===== src/rtl/shift_sub_divider.sv =====
// shift_sub_divider
//   Iterative restoring (shift-subtract) integer divider with RISC-V M-extension
//   semantics (DIV, DIVU, REM, REMU). It produces one quotient bit per clock.
//   It uses the same start/done level handshake as the shift-add multiplier.
//
//   Ports:
//     clk        rising-edge clock
//     rst_n      asynchronous active-low reset
//     start      request level, held until done is seen, then dropped
//     div_type   0 = unsigned operands, 1 = signed two's-complement operands
//     a, b       dividend / divisor, sampled on the accepting IDLE cycle
//     quotient   result quotient, 0 unless done
//     remainder  result remainder, 0 unless done
//     done       high while the result is being presented
//
//   Flow: IDLE -> ITER (N cycles) -> SIGN -> DONE -> IDLE.
//   Divide-by-zero goes from IDLE directly to DONE.

module shift_sub_divider #(
    parameter int OPERAND_WIDTH = 32
) (
    input  logic                     clk,
    input  logic                     rst_n,
    input  logic                     start,
    input  logic                     div_type,
    input  logic [OPERAND_WIDTH-1:0] a,
    input  logic [OPERAND_WIDTH-1:0] b,
    output logic [OPERAND_WIDTH-1:0] quotient,
    output logic [OPERAND_WIDTH-1:0] remainder,
    output logic                     done
);

    localparam int N     = OPERAND_WIDTH;
    localparam int CNT_W = $clog2(N);
    localparam logic [N-1:0]     ONE_N    = N'(1);
    localparam logic [CNT_W-1:0] LAST_CNT = CNT_W'(N - 1);

    typedef enum logic [1:0] {
        IDLE,
        ITER,
        SIGN,
        DONE
    } state_t;

    state_t state;
    state_t state_next;

    // Partial remainder. It always stays below the divisor magnitude, so N bits
    // hold it. The shifted copy below it is N+1 bits wide.
    logic [N-1:0]     rem_r;
    logic [N-1:0]     quo_r;
    logic [N-1:0]     div_r;
    logic [CNT_W-1:0] cnt;
    logic             q_neg;
    logic             r_neg;

    logic             a_neg;
    logic             b_neg;
    logic [N-1:0]     a_mag;
    logic [N-1:0]     b_mag;
    logic             b_zero;
    logic [N:0]       rem_shift;
    logic [N:0]       trial;
    logic             last_iter;

    // Operand magnitudes and the restoring-step arithmetic.
    // The magnitude of the most negative value (2^(N-1)) is still representable
    // as an unsigned N-bit number, so the signed-overflow case needs no special path.
    always_comb begin
        a_neg     = div_type & a[N-1];
        b_neg     = div_type & b[N-1];
        a_mag     = a_neg ? (~a + ONE_N) : a;
        b_mag     = b_neg ? (~b + ONE_N) : b;
        b_zero    = (b == '0);
        rem_shift = {rem_r, quo_r[N-1]};
        trial     = rem_shift - {1'b0, div_r};
        last_iter = (cnt == LAST_CNT);
    end

    // State register
    always_ff @(posedge clk or negedge rst_n) begin
        if (!rst_n) begin
            state <= IDLE;
        end else begin
            state <= state_next;
        end
    end

    // Next-state logic. DONE is only left once start has been dropped.
    // A held start therefore never restarts an operation.
    always_comb begin
        state_next = state;
        case (state)
            IDLE: begin
                if (start) begin
                    state_next = b_zero ? DONE : ITER;
                end
            end
            ITER: begin
                if (last_iter) begin
                    state_next = SIGN;
                end
            end
            SIGN: begin
                state_next = DONE;
            end
            DONE: begin
                if (!start) begin
                    state_next = IDLE;
                end
            end
            default: begin
                state_next = IDLE;
            end
        endcase
    end

    // Datapath registers.
    // Divide-by-zero loads the final results directly and skips SIGN:
    // the quotient becomes all ones, and the remainder is the raw dividend.
    always_ff @(posedge clk or negedge rst_n) begin
        if (!rst_n) begin
            rem_r <= '0;
            quo_r <= '0;
            div_r <= '0;
            cnt   <= '0;
            q_neg <= 1'b0;
            r_neg <= 1'b0;
        end else begin
            case (state)
                IDLE: begin
                    if (start) begin
                        q_neg <= a_neg ^ b_neg;
                        r_neg <= a_neg;
                        div_r <= b_mag;
                        cnt   <= '0;
                        if (b_zero) begin
                            quo_r <= '1;
                            rem_r <= a;
                        end else begin
                            quo_r <= a_mag;
                            rem_r <= '0;
                        end
                    end
                end
                ITER: begin
                    // A negative trial (bit N set) restores the shifted remainder.
                    quo_r <= {quo_r[N-2:0], ~trial[N]};
                    rem_r <= trial[N] ? rem_shift[N-1:0] : trial[N-1:0];
                    cnt   <= cnt + CNT_W'(1);
                end
                SIGN: begin
                    if (q_neg) begin
                        quo_r <= ~quo_r + ONE_N;
                    end
                    if (r_neg) begin
                        rem_r <= ~rem_r + ONE_N;
                    end
                end
                default: begin
                end
            endcase
        end
    end

    // Outputs are gated by state, so an asynchronous reset clears them at once.
    always_comb begin
        done      = (state == DONE);
        quotient  = done ? quo_r : '0;
        remainder = done ? rem_r : '0;
    end

endmodule


===== config.mk =====
export PLATFORM = sky130hd
export DESIGN_NAME = shift_sub_divider
export DESIGN_NICKNAME = d
export VERILOG_FILES = /design/src/rtl/shift_sub_divider.sv
export SDC_FILE = /design/constraint.sdc
export NUM_CORES = 1
export LEC_CHECK = 0
export CAP_MARGIN = 10
export CORE_MARGIN = 2
export CORE_UTILIZATION = 40
export CTS_CLUSTER_DIAMETER = 50
export DETAILED_ROUTE_END_ITERATION = 16
export HOLD_SLACK_MARGIN = 0.12
export MAX_ROUTING_LAYER = met4
export PLACE_DENSITY = 0.59
export RECOVER_POWER = 50
export SYNTH_ARGS = -nofsm -noshare
export SYNTH_HDL_FRONTEND = slang
export SYNTH_SLANG_ARGS = --single-unit

===== constraint.sdc =====
create_clock -name clk -period 7.85 [get_ports clk]
set_input_delay 1.57 -clock clk [delete_from_list [all_inputs] [get_ports clk]]
set_output_delay 1.57 -clock clk [all_outputs]
set_load 0.02 [all_outputs]

Word level (Yosys, flattened, before mapping)
Cells that the tools add are included.
Widths: inputs -> output; s select.
{"block": "word_totals", "inputBits": 68, "reg_bits": 105, "output_inout_bits": 65, "word_cells": 59}
{"block": "op_classes", "n_eq_ne": 9, "mux": 20, "addsub": 6, "bitwise": 8, "reduce_logical": 9}
{"operator": "$mux 32", "count": 11}
{"operator": "$pmux 32 s3", "count": 2}
{"operator": "$add 32x1->32 const B", "count": 4}
{"operator": "$not 32->32", "count": 4}
{"operator": "$sub 33x32->33", "count": 1}
{"operator": "$logic_not 32->1", "count": 1}
{"operator": "$ne 2x2->1 const B", "count": 5}
{"operator": "$pmux 5 s2", "count": 1}
{"operator": "$reduce_and 3->1", "count": 3}
{"operator": "$mux 2", "count": 4}
{"operator": "$pmux 2 s4", "count": 1}
{"operator": "$add 5x1->5 const B", "count": 1}
{"operator": "$eq 5x5->1 const B", "count": 1}
{"operator": "$mux 5", "count": 1}
{"operator": "$eq 2x2->1 const B", "count": 2}
{"operator": "$reduce_and 2->1", "count": 2}
{"operator": "$reduce_bool 3->1", "count": 1}
{"operator": "$and 1x1->1", "count": 2}
{"operator": "$eq 2x1->1 const B", "count": 1}
{"operator": "$logic_not 2->1", "count": 1}
{"operator": "$reduce_bool 2->1", "count": 1}
{"operator": "$not 1->1", "count": 1}
{"operator": "$xor 1x1->1", "count": 1}

Longest topological paths before layout
Gate-level depths: netlist of the first run.
{"block": "logic_depth", "ltp_word": 6, "ltp_mapped": 16, "depth_no_buf": 13}

Worst setup path before layout of the first run
Ideal clock, no wire load.
{"block": "synth_path", "kind": "input to register", "start": "input b[15]", "end": "register rem_r[11]", "required_time_ps": 7764, "path_stages": 8, "path_buffers": 2, "path_slack_ps": 3612, "setup_time_ps": 86, "t_arrival_ps": 4152, "path_cell_list": "or4_1 -> or4_1 -> or3_1 -> nor4_1 -> clkbuf_1 -> buf_2 -> a21oi_1 -> nor3_1"}
{"block": "synth_between", "elab_chain_cells": 4}
{"element": "from (decl)", "line": "27", "rtl": "input logic [OPERAND_WIDTH-1:0] b,"}
{"element": "$logic_not 32->1", "line": "74", "rtl": "b_zero = (b == '0);"}
{"element": "$mux 32", "line": "137", "rtl": "if (b_zero) begin"}
{"element": "$mux 32", "line": "132", "rtl": "if (start) begin"}
{"element": "$pmux 32 s3", "line": "130", "rtl": "case (state)"}
{"element": "to (signal assigned)", "line": "149", "rtl": "rem_r <= trial[N] ? rem_shift[N-1:0] : trial[N-1:0];"}
{"element": "to (signal assigned)", "line": "157", "rtl": "rem_r <= ~rem_r + ONE_N;"}
{"element": "to (decl)", "line": "50", "rtl": "logic [N-1:0] rem_r;"}
Every way passes these cells. The select of a mux whose other input is x is not followed.
A chain may end at the register's enable or synchronous reset.

Worst setup path after layout of the first run
{"block": "layout_path", "start": "input b[14]", "end": "register rem_r[28]"}
Same word-level chain as after synthesis.

==> results.ini, run 1 <==
[placed_design]
io_buffers = 132
pre_cts_slack_ps = 2910
placed_area_um2 = 11700
dpl.hpwl_um = 22700
gp_congestion = 0.883

[setup_path]
endpoint = rem_r[28]$_DFFE_PN0P_
critical_path_required_ps = 8150
worstSetupStartpoint = b[14]
r2r_setup_slack_ps = 3300
end_kind = flip-flop
r2r.worst_path.cells = 14
critPathKind = input port to flip-flop
path_max_fanout = 9
worstReg2RegStart = quo_r[31]$_DFFE_PN0P_
cp-start-kind = input port
cp.arrival_ps = 4880
r2r-end = rem_r[5]$_DFFE_PN0P_

[run_status]
violations = max-capacitance violations, max-slew violations
status = finished, violations left

[synth]
mappedNetlistArea_um2 = 10100
yosysSeqAreaShare = 0.259
synth_most_common_cell = nand2_1
synth_seq_cells = 105
syn_nets = 1446
synth_flop_cell = dfrtp_1
async_flop_share = 1.00
synth-edff-count = 0
synth.cells.most_frequent = 137 x nand2_1, 116 x a21oi_1, 105 x dfrtp_1, 105 x o21ai_0, 104 x nor2_1
yosys_warnings = 0
synth_cells = 1335
ys_top_cells_by_area = dfrtp_1 26%, xnor2_1 6.4%, a21oi_1 5.7%, ha_1 5.2%, o21ai_0 5.2%
syn_area_per_cell_um2 = 7.60
synth_top_area_share = 0.259
synth_cell_type_count = 70
yosys.area.top_type = dfrtp_1

[routing]
wl_per_cell_um = 18.0
vias_per_cell = 5.73
drtPass1Iterations = 5
wirelength_um = 31300
antenna_left = 0
vias = 9958
drc = 0
initialDrtViolationCount = 754

[timing]
final_max_slew_viol_count = 172
setup_viol = 0
fmax_ghz = 0.218
layout_setup_ws_ps = 3270
relSlewSlack = -0.310
rsz0062_at_grt = false
final-hold-violation-count = 0
hold_slack_ps = 478
fin_worst_skew_ps = 14.8
worstMarginPinSlew_ps = 1970
tns_ps = 0
post-route-period-util = 0.583
fin_crit_ps = 4580

[power]
peakVddDrop_v = 0.000206
p_leak_nw = 4.72
power_density_nw_per_um2 = 485

[grt]
grt_pass1_wl_um = 50300
grt_use_total = 0.243
use_met3 = 0.0190
grt-ovfl-total = 0
use_met1 = 0.356
grt_pass1_vias = 9104
grt_max_degree = 76
busiest_layer = met2
antenna_found_initial = 0
grtUsageMet2 = 0.364

[finish]
n_antenna_cell = 0
drive_gt1_frac = 0.0504
nets = 1515
stdcell_area_um2 = 11900
synthToLayoutAreaGrowth_pct = 17.7

[clocking]
hold_buffers = 0
cts.sinks = 105
cts_buffer_depth = 2
cts_tree = yes
post-cts-setup-buffers = 0
ctsResizeCount = 0
clk_latency_ps = 370
numCtsBuffers = 9
clk_pin_slew_ps = 80
cts_root_buf = clkbuf_16
htreeDepth = 3

[floorplanning]
die_h_um = 163
dieArea_um2 = 26700
initial_core_util = 0.405
core_um2 = 25000
num_io_pins = 133
rows = 58
dieWidth_um = 163

[flow_run]
max_cap_viol_count = 3

[worst_hold_path]
min_path_cells = 2
hold_path.class = flip-flop to flip-flop

## worst min path at each step
| stage | from | endpoint | slack, ps |
|---|---|---|---|
| floorplan | div_r[10]$_DFFE_PN0P_ | div_r[10]$_DFFE_PN0P_ | 450 |
| global placement | div_r[26]$_DFFE_PN0P_ | div_r[26]$_DFFE_PN0P_ | 460 |
| detailed placement | div_r[5]$_DFFE_PN0P_ | div_r[5]$_DFFE_PN0P_ | 470 |
| CTS | div_r[22]$_DFFE_PN0P_ | div_r[22]$_DFFE_PN0P_ | 490 |
| global route | div_r[30]$_DFFE_PN0P_ | div_r[30]$_DFFE_PN0P_ | 500 |
| finish | div_r[10]$_DFFE_PN0P_ | div_r[10]$_DFFE_PN0P_ | 480 |
## cells by family (layout without fill, tap and decap cells)
group,Yosys count,in the layout,share of synthesized area
multiplexers,37,37,0.0394
AO/OA/AOI/OAI,388,388,0.243
AND/OR/NAND/NOR,505,505,0.250
flip-flops,105,105,0.259
buffers and inverters,139,212,0.0534
adder cells (fa/ha/maj),43,43,0.0537
XOR/XNOR,118,118,0.102
## cell usage in the layout, fill, tap and decap left out, types with 5 or more instances in the layout
master,instances
a211oi_1,13
clkbuf_16,9
and3_1,7
inv_1,54
a31oi_1,11
nand2b_1,16
a221o_1,8
o22ai_1,5
a32oi_1,5
ha_1,39
nand4_1,7
or4_1,15
dfrtp_1,105
and2_1,72
o21bai_1,5
mux2_2,24
mux2i_1,13
a32o_1,6
o31ai_1,14
a221oi_1,24
a311oi_1,5
buf_4,10
nor2_1,103
nor2b_1,7
o21a_1,6
nor3_1,57
nand3_1,26
xnor2_1,74
xor2_1,43
o41ai_1,7
a21o_1,19
or3_1,11
o311ai_0,5
nor4_1,22
clkdlybuf4s50_1,129
o21ai_0,105
a21oi_1,116
nand2_1,137
## metrics by stage
step           instances   util  total power (W)
2_1_floorplan       1335      -          0.00421
3_3_place_gp        1723  0.466          0.00525
3_5_place_dp        1723  0.466          0.00529
4_1_cts             1738  0.477          0.00577
5_1_grt             1738  0.477          0.00634
6_report            1738  0.477          0.00580
## metal layers
metal / share of wire / routed length [µm] / up-vias
met1: 0.50 / 15600 / 4674
met4: 0.014 / 431 / 0
met2: 0.44 / 13800 / 303
met3: 0.048 / 1510 / 26
li1: - / - / 4955
met5: 0 / 0 / -
## critical path: stages
cell             delay [ps]
clkdlybuf4s50_1         500
or4_1                   590
or4_1                   460
nor2_1                  160
nand2_1                  70
nor4_1                  660
and2_1                  440
a32oi_1                  90
o21ai_1                 140
a41oi_2                  50
o21ai_1                 140
## area by class of cell
| class | count | area, µm² |
|---|---|---|
| tap | 330 | 413 |
| clock inverter | 4 | 27.5 |
| multi-input combinational | 1091 | 7030 |
| fill | 2558 | 13100 |
| inverter | 54 | 203 |
| clock buffer | 11 | 253 |
| timing repair buffer | 143 | 1400 |
| sequential | 105 | 2630 |
## flip-flops by register name, summed over array words and instances, names as in the netlist
signal,flops
cnt,5
state,2
quo_r,32
rem_r,32
q_neg,1
r_neg,1
div_r,32
## power by group
part	total, W	switching [W]	internal [W]
sequential	0.00122	0.000403	0.000815
combinational	0.00412	0.00236	0.00176
clock	0.000460	0.000227	0.000232
Power figures use the tool's default switching activity.
==> run 2, diff against run 1 <==
Settings changed: PLACE_DENSITY 0.59 to 0.61.
Clock period 7.85 ns to 3.85 ns, I/O delays scaled along.
==> results.ini, run 2 (synthesis gave the netlist of run 1 again) <==
[clocking]
clk_latency_ps = 380  ; about the same
cts_tree = yes
cts_buffer_depth = 2  ; unchanged
hold_buffers = 0  ; unchanged
cts_root_buf = clkbuf_16
cts.sinks = 105  ; unchanged
htreeDepth = 3  ; unchanged
clk_pin_slew_ps = 80  ; about the same
numCtsBuffers = 9  ; unchanged

[floorplanning]
initial_core_util = 0.405  ; unchanged
core_um2 = 25000  ; unchanged
die_h_um = 163  ; unchanged
dieArea_um2 = 26700  ; unchanged
num_io_pins = 133  ; unchanged
rows = 58  ; unchanged
dieWidth_um = 163  ; unchanged

[finish]
fin_util = 0.499  ; +0.0216
multi_input_area_um2 = 7040  ; +0.12%
drive_gt1_frac = 0.0922  ; +0.0418
nets = 1581  ; +4.4%
reg_top3 = div_r (32), quo_r (32), rem_r (32)
layout_common_cells = 137 x nand2_1, 121 x clkdlybuf4s50_1, 115 x a21oi_1
synthToLayoutAreaGrowth_pct = 23.0
fillCellCount = 2501  ; -2.2%
seq_area_um2 = 2630  ; unchanged
n_antenna_cell = 0  ; unchanged
final_common_cell = nand2_1

[power]
power_density_nw_per_um2 = 1000  ; +110%
peakVddDrop_v = 0.000460  ; +120%
p_leak_nw = 5.09  ; +7.7%

[setup_path]
r2r_setup_slack_ps = 140  ; -3160 ps
worstReg2RegStart = rem_r[0]$_DFFE_PN0P_
cpPeakStageDelay_ps = 520  ; -140 ps
path_max_fanout = 5  ; -4
critPathMostFrequentCell = o21ai_1
cp-start-kind = flip-flop
path_cells = inv_1 -> ha_1 -> or4b_4 -> or3_1 -> or3_4 -> or3b_1 -> nor4_4 -> xnor2_1 -> a32oi_1 -> o21ai_1 -> a41oi_2 -> o21ai_1
r2r.worst_path.cells = 12  ; -2
critical_path_required_ps = 4070  ; -4080 ps
end_kind = flip-flop
cp.arrival_ps = 3930  ; -950 ps
critPathKind = flip-flop to flip-flop
slowest_stage = or4b_4
r2r-end = rem_r[28]$_DFFE_PN0P_
worstSetupStartpoint = rem_r[0]$_DFFE_PN0P_

[worst_hold_path]
hold_path.class = flip-flop to flip-flop
min_path_cells = 2  ; unchanged
min_to = div_r[2]$_DFFE_PN0P_
min-delay-start = div_r[2]$_DFFE_PN0P_

[placed_design]
dpl.hpwl_um = 24600  ; +8.4%
pre_cts_slack_ps = -1.41  ; -2910 ps
io_buffers = 132  ; unchanged
gp_congestion = 0.924  ; +4.6%

[timing]
fin_crit_ps = 3710
post-route-period-util = 0.963
fin_worst_skew_ps = 18.0  ; +3.23 ps
relSlewSlack = -0.410  ; -0.0995
tns_ps = 0  ; unchanged
setup_viol = 0  ; unchanged
layout_setup_ws_ps = 141  ; -3130 ps
final-hold-violation-count = 0  ; unchanged
fmax_ghz = 0.270
hold_slack_ps = 481  ; +3.27 ps
final_max_slew_viol_count = 142  ; -17%
rsz0062_at_grt = false
worstMarginPinSlew_ps = 2110  ; +149 ps

[routing]
antenna_left = 0  ; unchanged
initialDrtViolationCount = 797  ; +5.7%
drc = 0  ; unchanged
drtPass1Iterations = 5  ; unchanged
vias_per_cell = 5.74  ; +0.26%
vias = 10400  ; +4.1%
wl_per_cell_um = 18.4  ; +2.2%
wirelength_um = 33300  ; +6.2%

[grt]
grt_max_degree = 78  ; +2.6%
grt_pass1_vias = 9751  ; +7.1%
grt-ovfl-total = 0  ; unchanged
grt_use_total = 0.257  ; +0.0143
grt_pass1_wl_um = 53000  ; +5.3%
antenna_found_initial = 0  ; unchanged

[flow_run]
max_cap_viol_count = 2  ; -1

[run_status]
status = finished, violations left
violations = max-capacitance violations, max-slew violations

## run 2: cell type report
cell class	count	share of cell area
multi-input cells	1091	0.563
well taps	330	0.0331
inverters	54	0.0162
clock buffers	9	0.0180
clock inverters	7	0.00691
repair buffers	209	0.152
flip-flops and latches	105	0.210
## run 2: critical path, delay by kind of cell (launching register included)
kind | cells | cell delay, ps
AOI/OAI and AO/OA | 4 | 540
and+or+nand+nor | 5 | 2100
xor gates and xnor gates | 1 | 100
adders and majority gates | 1 | 250
DFF | 1 | 420
buffers and inverters | 1 | 150
## run 2: stage by stage
stage | cells | total power [W] | area (µm²)
final | 1805 | 0.0125 | 12500
after global routing | 1805 | 0.0136 | 12500
after CTS | 1805 | 0.0124 | 12500
after detailed placement | 1789 | 0.0113 | 12200
after global placement | 1789 | 0.0112 | 12200
after floorplan | 1335 | 0.00858 | 10100
## run 2: worst max path at each step
stage / endpoint / slack [ps] / depth (start not counted)
after floorplan: rem_r[30]$_DFFE_PN0P_ / 190 / 15
after global placement: rem_r[7]$_DFFE_PN0P_ / 70 / 10
after detailed placement: rem_r[7]$_DFFE_PN0P_ / -1 / 10
after CTS: rem_r[28]$_DFFE_PN0P_ / 140 / 12
after global routing: rem_r[28]$_DFFE_PN0P_ / 3 / 12
final: rem_r[28]$_DFFE_PN0P_ / 140 / 12
## run 2: what timing repair did
| item | in CTS | in global routing |
|---|---|---|
| resized for setup | 0 | 3 |
| endpoints found under the setup margin | 0 | 19 |
| setup buffers | 0 | 0 |
## run 2: power by group
part / internal, W / leakage (nW) / total, W / switching (W)
Combinational: 0.00396 / 3.63 / 0.00915 / 0.00519
Clock: 0.000520 / 0.150 / 0.00102 / 0.000502
Sequential: 0.00166 / 1.30 / 0.00234 / 0.000674
Total: 0.00615 / 5.09 / 0.0125 / 0.00637
## run 2: routing by layer
layer	wire length (µm)	part of all wire	GRT usage	up-vias
li1	-	-	-	5074
met1	15500	0.47	0.357	4874
met2	15000	0.45	0.393	380
met3	2170	0.065	0.0297	41
met4	618	0.019	0.0776	0
met5	0	0	-	-
